`config.mk`:
```
export PLATFORM = sky130hd
export DESIGN_NAME = mem_access_unit
export DESIGN_NICKNAME = d
export VERILOG_FILES = /design/src/rtl/mem_pkg.sv /design/src/rtl/mem_align.sv /design/src/rtl/mem_access_unit.sv
export SDC_FILE = /design/constraint.sdc
export NUM_CORES = 1
export LEC_CHECK = 0
export ABC_CLOCK_PERIOD_IN_PS = 2800
export BUFFER_PORTS_ARGS = -buffer_cell sky130_fd_sc_hd__buf_2
export CAP_MARGIN = 40
export CORE_ASPECT_RATIO = 0.75
export CORE_MARGIN = 2
export CORE_UTILIZATION = 49
export CTS_CLUSTER_DIAMETER = 100
export DETAILED_ROUTE_END_ITERATION = 10
export GPL_ROUTABILITY_DRIVEN = 1
export PLACE_DENSITY = 0.82
export RECOVER_POWER = 100
export SLEW_MARGIN = 40
export SYNTH_ARGS = -nofsm -noshare
export SYNTH_HDL_FRONTEND = slang
export SYNTH_SLANG_ARGS = --single-unit
```
`constraint.sdc`:
```
create_clock -name clk -period 2.8 [get_ports clk]
set_clock_uncertainty 0.2 [all_clocks]
set_input_delay 0.56 -clock clk [delete_from_list [all_inputs] [get_ports clk]]
set_output_delay 0.56 -clock clk [all_outputs]
set_load 0.01 [all_outputs]
```
`src/rtl/mem_pkg.sv`:
```
// mem_pkg: mem-op codes, access sizes, FSM states and op decode helpers
package mem_pkg;
    localparam logic [3:0] MEMOP_NONE = 4'd0, MEMOP_LB = 4'd1, MEMOP_LBU = 4'd2, MEMOP_LH = 4'd3,
                           MEMOP_LHU = 4'd4, MEMOP_LW = 4'd5, MEMOP_LWU = 4'd6, MEMOP_LD = 4'd7,
                           MEMOP_SB = 4'd8, MEMOP_SH = 4'd9, MEMOP_SW = 4'd10, MEMOP_SD = 4'd11;
    localparam logic [2:0] SIZE_B = 3'd0, SIZE_H = 3'd1, SIZE_W = 3'd2, SIZE_D = 3'd3;
    typedef enum logic [1:0] {IDLE, REQ, DATA, DONE} state_t;
    function automatic logic is_load(input logic [3:0] op);
        return op inside {MEMOP_LB, MEMOP_LBU, MEMOP_LH, MEMOP_LHU, MEMOP_LW, MEMOP_LWU, MEMOP_LD};
    endfunction
    function automatic logic is_store(input logic [3:0] op);
        return op inside {MEMOP_SB, MEMOP_SH, MEMOP_SW, MEMOP_SD};
    endfunction
    function automatic logic is_signed(input logic [3:0] op);
        return op inside {MEMOP_LB, MEMOP_LH, MEMOP_LW};
    endfunction
    function automatic logic [2:0] op_size(input logic [3:0] op);
        return (op inside {MEMOP_LH, MEMOP_LHU, MEMOP_SH}) ? SIZE_H :
               (op inside {MEMOP_LW, MEMOP_LWU, MEMOP_SW}) ? SIZE_W :
               (op inside {MEMOP_LD, MEMOP_SD}) ? SIZE_D : SIZE_B;
    endfunction
endpackage

```
`src/rtl/mem_align.sv`:
```
// mem_align: misalignment check, store lane replication and strobes, load lane extract/extend
module mem_align
    import mem_pkg::*;
#(
    parameter int DATA_W = 32,
    parameter int STRB_W = DATA_W / 8,
    parameter int OFF_W  = $clog2(STRB_W)
) (
    input  logic [3:0]        op,
    input  logic [OFF_W-1:0]  off,
    input  logic [DATA_W-1:0] wdata,
    input  logic [3:0]        lop,
    input  logic [OFF_W-1:0]  loff,
    input  logic [DATA_W-1:0] rdata,
    output logic              misal,
    output logic [DATA_W-1:0] wdata_rep,
    output logic [STRB_W-1:0] wstrb,
    output logic [DATA_W-1:0] rdata_ext
);
    logic [2:0]        sz, lsz;
    logic [OFF_W-1:0]  amask;
    logic [STRB_W-1:0] span;
    logic [DATA_W-1:0] lane;
    logic              sx;
    always_comb begin
        sz        = op_size(op);
        amask     = OFF_W'((4'd1 << sz) - 4'd1);
        misal     = |(off & amask);
        span      = STRB_W'((9'd1 << (4'd1 << sz)) - 9'd1);
        wstrb     = span << off;
        wdata_rep = sz == SIZE_B ? {STRB_W{wdata[7:0]}} :
                    sz == SIZE_H ? {(STRB_W/2){wdata[15:0]}} :
                    sz == SIZE_W ? {(STRB_W/4){wdata[31:0]}} : wdata;
        lsz       = op_size(lop);
        sx        = is_signed(lop);
        lane      = rdata >> {loff, 3'b000};
        rdata_ext = lsz == SIZE_B ? DATA_W'({{56{sx & lane[7]}}, lane[7:0]}) :
                    lsz == SIZE_H ? DATA_W'({{48{sx & lane[15]}}, lane[15:0]}) :
                    lsz == SIZE_W ? DATA_W'({{32{sx & lane[31]}}, lane[31:0]}) : lane;
    end
endmodule

```
`src/rtl/mem_access_unit.sv`:
```
// mem_access_unit: M-stage load/store unit driving a req/addr_ok/data_ok data bus
module mem_access_unit
    import mem_pkg::*;
#(
    parameter int DATA_W = 32,
    parameter int ADDR_W = 32,
    parameter int STRB_W = DATA_W / 8,
    parameter int OFF_W  = $clog2(STRB_W)
) (
    input  logic              clk,
    input  logic              resetn,
    input  logic              m_valid,
    input  logic [3:0]        m_op,
    input  logic [ADDR_W-1:0] m_addr,
    input  logic [DATA_W-1:0] m_wdata,
    input  logic              m_allowin,
    input  logic              flush,
    output logic              stall,
    output logic              m_ready,
    output logic [DATA_W-1:0] rdata_out,
    output logic              adel,
    output logic              ades,
    output logic [ADDR_W-1:0] bad_addr,
    output logic              data_req,
    output logic              data_wr,
    output logic [2:0]        data_size,
    output logic [ADDR_W-1:0] data_addr,
    output logic [DATA_W-1:0] data_wdata,
    output logic [STRB_W-1:0] data_wstrb,
    input  logic              data_addr_ok,
    input  logic [DATA_W-1:0] data_rdata,
    input  logic              data_data_ok
);
    state_t            state, nxt;
    logic [3:0]        op, op_r;
    logic              cancel, live, misal, accept, fault;
    logic [DATA_W-1:0] wrep, rext;
    logic [STRB_W-1:0] strb;
    // doubleword ops only exist on a 64-bit bus
    assign op = (DATA_W == 32 && m_op inside {MEMOP_LD, MEMOP_SD, MEMOP_LWU}) ? MEMOP_NONE : m_op;
    mem_align #(.DATA_W(DATA_W)) u_align (
        .op(op), .off(m_addr[OFF_W-1:0]), .wdata(m_wdata),
        .lop(op_r), .loff(data_addr[OFF_W-1:0]), .rdata(data_rdata),
        .misal(misal), .wdata_rep(wrep), .wstrb(strb), .rdata_ext(rext)
    );
    always_comb begin
        live     = state == IDLE && m_valid && op != MEMOP_NONE && !flush;
        accept   = live && !misal;
        fault    = live && misal;
        adel     = fault && is_load(op);
        ades     = fault && is_store(op);
        bad_addr = fault ? m_addr : '0;
        stall    = accept || state == REQ || state == DATA;
        m_ready  = state == DONE;
        data_req = state == REQ;
        nxt      = state;
        case (state)
            IDLE: nxt = accept ? REQ : IDLE;
            REQ:  nxt = data_addr_ok ? DATA : REQ;
            DATA: nxt = data_data_ok ? ((cancel || flush) ? IDLE : DONE) : DATA;
            DONE: nxt = (m_allowin || flush) ? IDLE : DONE;
        endcase
    end
    always_ff @(posedge clk or negedge resetn) begin
        if (!resetn) state <= IDLE;
        else state <= nxt;
    end
    always_ff @(posedge clk or negedge resetn) begin
        if (!resetn) begin
            op_r       <= '0;
            data_addr  <= '0;
            data_size  <= '0;
            data_wr    <= 1'b0;
            data_wdata <= '0;
            data_wstrb <= '0;
            cancel     <= 1'b0;
            rdata_out  <= '0;
        end else begin
            if (accept) begin
                op_r       <= op;
                data_addr  <= m_addr;
                data_size  <= op_size(op);
                data_wr    <= is_store(op);
                data_wdata <= wrep;
                data_wstrb <= strb;
                cancel     <= 1'b0;
            end else if ((state == REQ || state == DATA) && flush) begin
                cancel <= 1'b1;
            end
            if (state == DATA && data_data_ok && !data_wr && !cancel && !flush) rdata_out <= rext;
        end
    end
endmodule

```
==> metrics <==
Mean Syn Cell Area=10.55 um2; CP Class=reg -> out; Hold WS=0.2504 ns; most frequent cells in the layout=114 x buf_2, 110 x dfrtp_1, 105 x clkbuf_1; CTS Buf Count=9; Synth Net Count=668; non-filler cells, final=993; register area share after synthesis=0.4685; Max rail drop VDD=0.0003775 V; prevailing post-synth register cell=dfrtp_1; vias in the first global route=5438; Power Density=649.6 nW/um2; Final Instance Area=8150 um2; Syn Inst Count=557; Final Core Density=0.6992; initial antenna violation count=1; clk sinks=110; Starting Density=0.5041; Synth Cell Area=5876 um2; count of state elements after synthesis=110; Synth cell types=46; RSZ-0062 raised after global routing=true; Synth area leader=dfrtp_1; Boundary Pins=248; Placed Area=7422 um2; post-route ant nets=0; clock slew at reported path FFs=0.08 ns; total number of yosys warnings=0; min Tclk post-route=3.024 ns; largest net degree at the start of global routing=48; worst-path fanout max=8; GRT Total Usage=0.2845; vias=5472; gr ovfl total=0; Pins Over Slew Limit=0; most common cell after layout, fill and taps aside=buf_2; maxcap violations=0; Worst Path Arrival=2.26 ns; critical path capture point type=primary output; first-pass GRT wire length=28410 um; worst-case clock buffer depth=2; Post-synth EDFFs=0; worst hold path type=in -> reg; Worst EP required=2.04 ns; Lkg Pwr=0.003746 uW; worst slack at placement=-0.09179 ns; dpl cells=955; CTS tree=yes; final worst path period share=1.080; IO Port Bufs=246; GP Congestion=0.9206; die width=130.4 um; per-cell routed wire length=18.65 um; violated checks=setup timing; Final HPWL DP=12950 um; Worst setup SP type=flop; path depth of the worst reg2reg path=9; # nets final=935; Worst Hold Depth=2; Die Y=98.84 um; Post-synth ARST share=1.000; Fmax achieved=0.3307 GHz; DR iter-0 viols=370; Core Box Area=11660 um2; area grow syn2layout=38.71%; DRC=0; depth of the CTS H-tree=3; Die Footprint=12890 um2; std cell rows=34; fraction of layout cells with a size suffix above 1=0.4029; DRT Wirelength=18520 um; Root Buffer=clkbuf_16; setup ws final=-0.2237 ns; final-report hold violation count=0; Clock Latency Late Sink=0.34 ns; Initial DRT Pass Iterations=5; largest cells by area after synthesis=dfrtp_1 47%, mux2_2 16%, mux2i_1 3.9%; Max-slew headroom=0.4408; post-synth top area share=0.4685; # setup viols final=34; outcome=finished with violations; Worst-Margin Slew=0.8388 ns; vias per cell=5.511
[logic make-up (layout without fill, tap and decap cells)]
logic type,Yosys count,count (layout),synth area share
AND/OR/NAND/NOR,167,167,0.1352
multiplexers,119,119,0.2232
flip-flops,110,110,0.4685
AO/OA/AOI/OAI,102,102,0.1195
buffers and inverters,51,323,0.04003
adder cells (fa/ha/maj),4,4,0.008518
XOR/XNOR,3,3,0.004473
other,1,3,0.0006382
[metrics by stage]
| step | TNS [ns] | total power [uW] |
|---|---|---|
| 2_1_floorplan | 0 | 3210 |
| 3_3_place_gp | -0.06475 | 3895 |
| 3_5_place_dp | -2.951 | 3977 |
| 4_1_cts | -3.123 | 5373 |
| 5_1_grt | -7.789 | 5582 |
| 6_report | -6.102 | 5294 |
[critical path, stage by stage, from the launching register on]
cell and delay [ns]:
dfrtp_1 0.40, inv_2 0.09, ha_4 0.14, nand2_2 0.05, a2111o_1 0.46, nor2_4 0.18, buf_12 0.12, buf_8 0.12
buf_16 0.13, and2_4 0.14, buf_6 0.09
[per-layer routing]
metal / routed length (um) / vias up / track usage
li1: - / 2520 / -
met1: 7987 / 2674 / 0.3882
met2: 8986 / 245 / 0.4672
met3: 1138 / 33 / 0.04995
met4: 410 / 0 / 0.08756
met5: 0 / - / 0
[registers in the layout (all words and copies together), names as in the netlist]
| register | flops |
|---|---|
| data_wstrb | 4 |
| state | 2 |
| data_size | 2 |
| data_wr | 1 |
| data_wdata | 32 |
| rdata_out | 32 |
| data_addr | 32 |
| cancel | 1 |
| op_r | 4 |
[path summary, 6_finish.rpt]
path | slack (ns) | end | startpoint
hold / removal | 0.25 | data_addr[20]$_DFFE_PN0P_ | m_addr[20]
hold reg to reg | 0.28 | rdata_out[7]$_DFFE_PN0P_ | rdata_out[7]$_DFFE_PN0P_
setup reg to reg | 0.17 | data_addr[30]$_DFFE_PN0P_ | state[0]$_DFF_PN0_
max in group asynchronous | 0.46 | rdata_out[9]$_DFFE_PN0P_ | resetn
min in group asynchronous | 0.63 | data_wdata[21]$_DFFE_PN0P_ | resetn
setup / recovery | -0.22 | bad_addr[0] | state[0]$_DFF_PN0_
[synth_stat cells (all sizes together) (7+ instances only)]
cell	instances
a221o	8
and2	32
inv	9
a211oi	9
mux2i	23
clkbuf	19
buf	23
nor2	45
nor3	7
a22o	8
o211ai	16
a22oi	9
o21ai	20
a21oi	21
dfrtp	110
nand2	60
mux2	96
[layout make-up]
type | count | area [um2]
Clock inverter | 7 | 90.09
Antenna cell | 2 | 5.005
Timing Repair Buffer | 298 | 1794
Sequential cell | 110 | 2753
Fill cell | 926 | 3506
Multi-Input combinational cell | 396 | 3047
Clock buffer | 9 | 225.2
Inverter | 9 | 33.78
Tap cell | 162 | 202.7
[what timing repair did]
action                                 CTS  global route
gates resized for setup                 61            22
hold buffers                             1             0
setup endpoints to repair               35            35
buffers inserted                        11             6
endpoints found under the hold margin   31             0
pin swaps                               28             8
cloned                                   4             0
[where the power goes]
| group | switching, uW | internal (uW) |
|---|---|---|
| Clock | 639 | 716 |
| Combinational | 944 | 777 |
| Sequential | 257 | 1960 |
Power figures use the tool's default switching activity.
